===== src/rtl/eth_reader.sv =====
// eth_reader -- drains a first-word-fall-through transmit FIFO into a
// byte-wide MAC client transmit interface.
//
// FIFO stream: a control word {1'b1, 21'b0, len[10:0]} is followed by
// ceil(len/4) data words {1'b0, b3, b2, b1, b0}. b0 goes out first. Any bytes
// of the last word that lie beyond len are never sent.
//
// Ports
//   CLK            single clock for all logic, MAC side included
//   reset          asynchronous, active low
//   memoryData     FIFO head word; bit 32 marks a control word
//   dataReady      memoryData holds a valid word
//   readWord       pops the FIFO head on this CLK edge (combinational)
//   TXdata         byte presented to the MAC
//   TXdataValid    qualifies TXdata
//   TXack          MAC accepted the first byte of the frame
//   TXunderrun     one-cycle abort of the current frame
//   frameSent      one-cycle pulse per frame completed without underrun
//   frameCount     completed frames, wraps
//   underrunCount  aborted frames, saturates at 255
module eth_reader #(
  parameter int MIN_GAP = 2   // idle cycles between frames, 1..15
) (
  input  logic        CLK,
  input  logic        reset,
  input  logic [32:0] memoryData,
  input  logic        dataReady,
  output logic        readWord,
  output logic [7:0]  TXdata,
  output logic        TXdataValid,
  input  logic        TXack,
  output logic        TXunderrun,
  output logic        frameSent,
  output logic [15:0] frameCount,
  output logic [7:0]  underrunCount
);

  localparam logic [2:0] IDLE     = 3'd0;
  localparam logic [2:0] LOAD     = 3'd1;
  localparam logic [2:0] WAIT_ACK = 3'd2;
  localparam logic [2:0] SEND     = 3'd3;
  localparam logic [2:0] DRAIN    = 3'd4;
  localparam logic [2:0] GAP      = 3'd5;

  localparam logic [3:0] GAP_LAST = 4'(MIN_GAP - 1);

  logic [2:0]  state;
  logic [10:0] frameLen;     // header length, latched in IDLE/LOAD
  logic [10:0] remaining;    // bytes left, counting the one on TXdata
  logic [31:0] word;         // data word currently being serialised
  logic [1:0]  byteIdx;      // which byte of word is on TXdata
  logic [1:0]  nextIdx;
  logic [9:0]  drainWords;   // words of an aborted frame still in the FIFO
  logic [3:0]  gapCnt;
  logic        armed;        // blocks FIFO reads until the first edge after reset

  logic isCtrl;
  logic advance;
  logic atBoundary;

  assign isCtrl     = memoryData[32];
  assign nextIdx    = byteIdx + 2'd1;
  // The byte on TXdata is consumed every SEND cycle, or on the ack cycle.
  assign advance    = (state == SEND) || ((state == WAIT_ACK) && TXack);
  // Last byte of a word with more of the frame still to come: fetch now.
  assign atBoundary = (state == SEND) && (byteIdx == 2'd3) && (remaining > 11'd1);

  // readWord is qualified by dataReady in every state, so it can never pop
  // an empty FIFO. Control words are left in place at a word boundary and
  // while draining so the next frame keeps its header.
  always_comb begin
    readWord = 1'b0;
    if (armed && dataReady) begin
      case (state)
        IDLE, LOAD: readWord = 1'b1;
        SEND:       readWord = atBoundary && !isCtrl;
        DRAIN:      readWord = (drainWords != 10'd0) && !isCtrl;
        default:    readWord = 1'b0;
      endcase
    end
  end

  always_ff @(posedge CLK or negedge reset) begin
    if (!reset) begin
      state         <= IDLE;
      frameLen      <= '0;
      remaining     <= '0;
      word          <= '0;
      byteIdx       <= '0;
      drainWords    <= '0;
      gapCnt        <= '0;
      armed         <= 1'b0;
      TXdata        <= 8'h00;
      TXdataValid   <= 1'b0;
      TXunderrun    <= 1'b0;
      frameSent     <= 1'b0;
      frameCount    <= '0;
      underrunCount <= '0;
    end else begin
      armed      <= 1'b1;
      frameSent  <= 1'b0;
      TXunderrun <= 1'b0;
      case (state)
        IDLE: begin
          // Stray data words are popped and dropped; len=0 headers likewise.
          if (readWord && isCtrl) begin
            frameLen <= memoryData[10:0];
            if (memoryData[10:0] != 11'd0) state <= LOAD;
          end
        end
        LOAD: begin
          if (readWord) begin
            if (isCtrl) begin
              // A second header replaces the first; the old frame never started.
              frameLen <= memoryData[10:0];
              if (memoryData[10:0] == 11'd0) state <= IDLE;
            end else begin
              word        <= memoryData[31:0];
              TXdata      <= memoryData[7:0];
              TXdataValid <= 1'b1;
              byteIdx     <= 2'd0;
              remaining   <= frameLen;
              state       <= WAIT_ACK;
            end
          end
        end
        WAIT_ACK, SEND: begin
          if (advance) begin
            if (remaining == 11'd1) begin
              TXdataValid <= 1'b0;
              frameSent   <= 1'b1;
              frameCount  <= frameCount + 16'd1;
              gapCnt      <= '0;
              state       <= GAP;
            end else if (byteIdx == 2'd3) begin
              if (readWord) begin
                word      <= memoryData[31:0];
                TXdata    <= memoryData[7:0];
                byteIdx   <= 2'd0;
                remaining <= remaining - 11'd1;
              end else begin
                // FIFO ran dry (or a header showed up early): abort the frame
                // and skip the words that still belong to it.
                TXdataValid <= 1'b0;
                TXunderrun  <= 1'b1;
                if (underrunCount != 8'hFF) underrunCount <= underrunCount + 8'd1;
                drainWords  <= 10'((12'(remaining) + 12'd2) >> 2);
                state       <= DRAIN;
              end
            end else begin
              TXdata    <= word[{nextIdx, 3'b000} +: 8];
              byteIdx   <= nextIdx;
              remaining <= remaining - 11'd1;
              state     <= SEND;
            end
          end
        end
        DRAIN: begin
          if ((drainWords == 10'd0) || (dataReady && isCtrl)) begin
            gapCnt <= '0;
            state  <= GAP;
          end else if (readWord) begin
            drainWords <= drainWords - 10'd1;
          end
        end
        GAP: begin
          if (gapCnt == GAP_LAST) state <= IDLE;
          else                    gapCnt <= gapCnt + 4'd1;
        end
        default: state <= IDLE;
      endcase
    end
  end

endmodule

===== config.mk =====
export PLATFORM = sky130hd
export DESIGN_NAME = eth_reader
export DESIGN_NICKNAME = d
export VERILOG_FILES = /design/src/rtl/eth_reader.sv
export SDC_FILE = /design/constraint.sdc
export NUM_CORES = 1
export LEC_CHECK = 0
export CAP_MARGIN = 0
export CELL_PAD_IN_SITES_DETAIL_PLACEMENT = 1
export CELL_PAD_IN_SITES_GLOBAL_PLACEMENT = 2
export CORE_ASPECT_RATIO = 0.75
export CORE_MARGIN = 2
export CORE_UTILIZATION = 37
export DETAILED_ROUTE_END_ITERATION = 10
export PLACE_DENSITY = 0.79
export SYNTH_ARGS = -nofsm -noshare
export SYNTH_HDL_FRONTEND = slang
export SYNTH_SLANG_ARGS = --single-unit

===== constraint.sdc =====
create_clock -name CLK -period 2.9 [get_ports CLK]
set_clock_uncertainty 0.1 [all_clocks]
set_input_delay 0.58 -clock CLK [delete_from_list [all_inputs] [get_ports CLK]]
set_output_delay 0.58 -clock CLK [all_outputs]
set_load 0.01 [all_outputs]

==> impl_metrics.env, run 1 <==
export IMPL_cts_root_buffer="clkbuf_16"
export IMPL_grt_usage_pct=19.7
export IMPL_ys_ff_latch=109
export IMPL_drtIter0Drc=187
export IMPL_grt_ovfl_total=0
export IMPL_detail_route_antenna_nets=0
export IMPL_reg2reg_from="remaining[6]"
export IMPL_powerDensity_nw_per_um2=806
export IMPL_die_w_um=150
export IMPL_most_common_layout_cells="109 x dfrtp_1, 70 x clkdlybuf4s50_1, 61 x buf_4"
export IMPL_p_sw_share_pct=34.0
export IMPL_hold_class="input pin to async pin"
export IMPL_final_area_um2=7720
export IMPL_seq_area_frac_synth_pct=45.9
export IMPL_rows=40
export IMPL_place_area_um2=7340
export IMPL_required_ns=2.22
export IMPL_cp_end_kind="primary output"
export IMPL_layout_commonest_cell="dfrtp_1"
export IMPL_postSynthAreaPerCell_um2=11.1
export IMPL_dr_pass1_iters=4
export IMPL_ys_async_sr_fraction_pct=100
export IMPL_path_max_fanout=3
export IMPL_dp_hpwl_um=12200
export IMPL_clkTransAtPathRegs_ns=0.08
export IMPL_post_place_cells=857
export IMPL_port_buffers=72
export IMPL_clkPwrFrac_pct=20.8
export IMPL_antenna_found_initial=0
export IMPL_routabilityCongestion=0.877
export IMPL_slew_limit_headroom_pct=64.0
export IMPL_ff2ff_path_depth=8
export IMPL_setup_violations=0
export IMPL_synth_cells=537
export IMPL_area_growth_pct=29.9
export IMPL_r2r_end="underrunCount[6]"
export IMPL_io_pins=73
export IMPL_crit_arrival_ns=2.18
export IMPL_clock_latency_ns=0.37
export IMPL_yosysWarnings=0
export IMPL_max_freq_mhz=350
export IMPL_startpoint_type="flop"
export IMPL_p_int_w=0.00411
export IMPL_fin_crit_sh_pct=98.6
export IMPL_syn_nets=588
export IMPL_ys_types=75
export IMPL_grt_pass1_wl_um=26300
export IMPL_slew_viol_final=0
export IMPL_grt_use_met1_pct=29.2
export IMPL_comb_power_share_pct=40.8
export IMPL_fin_ws_ns=0.0399
export IMPL_antenna_cells=0
export IMPL_switching_power_w=0.00212
export IMPL_grt_max_degree=43
export IMPL_fp_dieH_um=114
export IMPL_ys_flop_type="dfrtp_1"
export IMPL_final_hold_violation_count=0
export IMPL_clk_path_buf_depth=2
export IMPL_synth_top_area_cell="dfrtp_1"
export IMPL_top_usage_layer="met2"
export IMPL_cts_htree_levels=3
export IMPL_cts_hold_fix_buffers=0
export IMPL_core_area_um2=15900
export IMPL_rsz0062_at_grt="true"
export IMPL_place_ws_ns=-0.199
export IMPL_grtUsageMet3_pct=3.80
export IMPL_drv_cap=0
export IMPL_cts_tree="done"
export IMPL_grt_pass1_vias=4969
export IMPL_synth_area_um2=5950
export IMPL_critPathKind="flop to primary output"
export IMPL_synth_edf_count=0
export IMPL_yosys_top_cells_area="dfrtp_1 46%, mux2_4 7.6%, mux4_2 3.0%, ha_1 2.9%, o21ai_0 2.9%"
export IMPL_num_vias=4708
export IMPL_period_needed_ns=2.86
export IMPL_nFillCells=1747
export IMPL_nNetsFinal=711
export IMPL_tightest_slew_ns=0.536
export IMPL_p_total_w=0.00623
export IMPL_seqPwrFrac_pct=38.3
export IMPL_vias_per_cell=5.38
export IMPL_status="finished, final reports clean"
export IMPL_cts_sinks=109
export IMPL_worst_r2r_setup_slack_ns=0.12
export IMPL_vdd_drop_max_mv=0.465
export IMPL_drive_gt1_share_pct=24.8
export IMPL_synth_top_area_share_pct=45.9
export IMPL_fin_cells=875
export IMPL_met2_usage_pct=30.1
export IMPL_start_util_pct=37.5
export IMPL_dieArea_um2=17100
export IMPL_cts_made_buffers=9
export IMPL_totalWireLength_um=16100
export IMPL_wl_per_cell_um=18.4
export IMPL_leakage_nw=3.30
export IMPL_drc=0
[routing by layer]
layer  wire (um)  up-vias  part of all wire, %
li1            -     2207                    -
met1        8040     2389                   50
met2        7160       97                   44
met5           0        -                    0
met3         734       15                  4.6
met4         164        0                  1.0
[synth_stat cells (12+ instances only)]
cell / instances
a21oi_1: 19
xor2_1: 13
o21ai_0: 35
ha_1: 14
mux2_4: 30
mux2_2: 12
nor2_1: 32
xnor2_1: 15
clkbuf_1: 13
nand2_1: 40
nor3_1: 13
dfrtp_1: 109
nand3_1: 19
[layout make-up]
cell class	instances	area [um^2]	area share, %
multi-input combinational	389	3080	39.8
timing repair buffer	139	1300	16.8
tap	210	263	3.40
clock buffer	9	225	2.92
inverter	12	47.5	0.615
sequential	109	2730	35.3
clock inverter	7	83.8	1.09
[critical path, stage by stage, from the launching register on]
cell and delay (ns):
dfrtp_1 0.40, inv_2 0.10, buf_4 0.12, ha_1 0.15
a21bo_4 0.24, o21ai_2 0.11, buf_4 0.13, a31oi_4 0.09
o31ai_4 0.29, inv_4 0.06, buf_6 0.12
[power groups by stage]
stage                     Sequential, W  Combinational (W)  Clock [W]
after global placement          0.00237            0.00238          0
final                           0.00239            0.00254    0.00130
after detailed placement        0.00240            0.00245          0
after floorplan                 0.00232            0.00158          0
after global routing            0.00245            0.00278    0.00139
after CTS                       0.00239            0.00251    0.00134
[how the worst max path moves through the flow]
stage / start / to / slack, ns / cells past startpoint
after global placement: memoryData[32] / readWord / -0.05 / 7
after global routing: remaining[1] / readWord / -0.04 / 10
after CTS: remaining[1] / readWord / 0.002 / 9
after floorplan: remaining[1] / word[10] / 0.27 / 11
after detailed placement: memoryData[32] / word[22] / -0.20 / 11
final: remaining[1] / readWord / 0.04 / 10
[registers in the layout (all words and copies together), names as in the netlist]
name           cells
gapCnt             4
TXdata             8
word              32
TXunderrun         1
frameCount        16
state              3
underrunCount      8
drainWords        10
armed              1
TXdataValid        1
remaining         11
byteIdx            2
frameSent          1
frameLen          11
[repair_timing]
item                                    CTS  global route
setup buffers                             2             0
pin swaps                                 3             2
resized for setup                        11             8
cloned                                    0             0
hold endpoints to repair                  0             0
endpoints found under the setup margin    6            38
[logic make-up (layout without fill, tap and decap cells)]
| kind of cell | Yosys count | after routing | synth area share [%] |
|---|---|---|---|
| simple gates | 165 | 165 | 15.3 |
| compound gates | 119 | 119 | 13.3 |
| flops | 109 | 109 | 45.9 |
| mux | 62 | 62 | 15.0 |
| buf+inv | 39 | 167 | 3.39 |
| xor+xnor | 28 | 28 | 4.12 |
| fa+ha+maj | 14 | 14 | 2.95 |
| other cells | 1 | 1 | 0.0631 |
[stage by stage]
stage / hold WS (ns) / utilization [%] / TNS, ns
finish: 0.0543 / 48.7 / 0
floorplan: 0.184 / - / 0
CTS: 0.0627 / 48.5 / 0
global placement: 0.360 / 46.2 / -0.852
global route: 0.0762 / 48.7 / -0.0396
detailed placement: 0.374 / 46.2 / -5.77
Power figures use the tool's default switching activity.
==> run 2: changes to the inputs <==
CTS_CLUSTER_SIZE = 12   (was unset)
==> results of run 2 <==
Same layout as run 1: the final DEF is identical, and so are final timing and power.
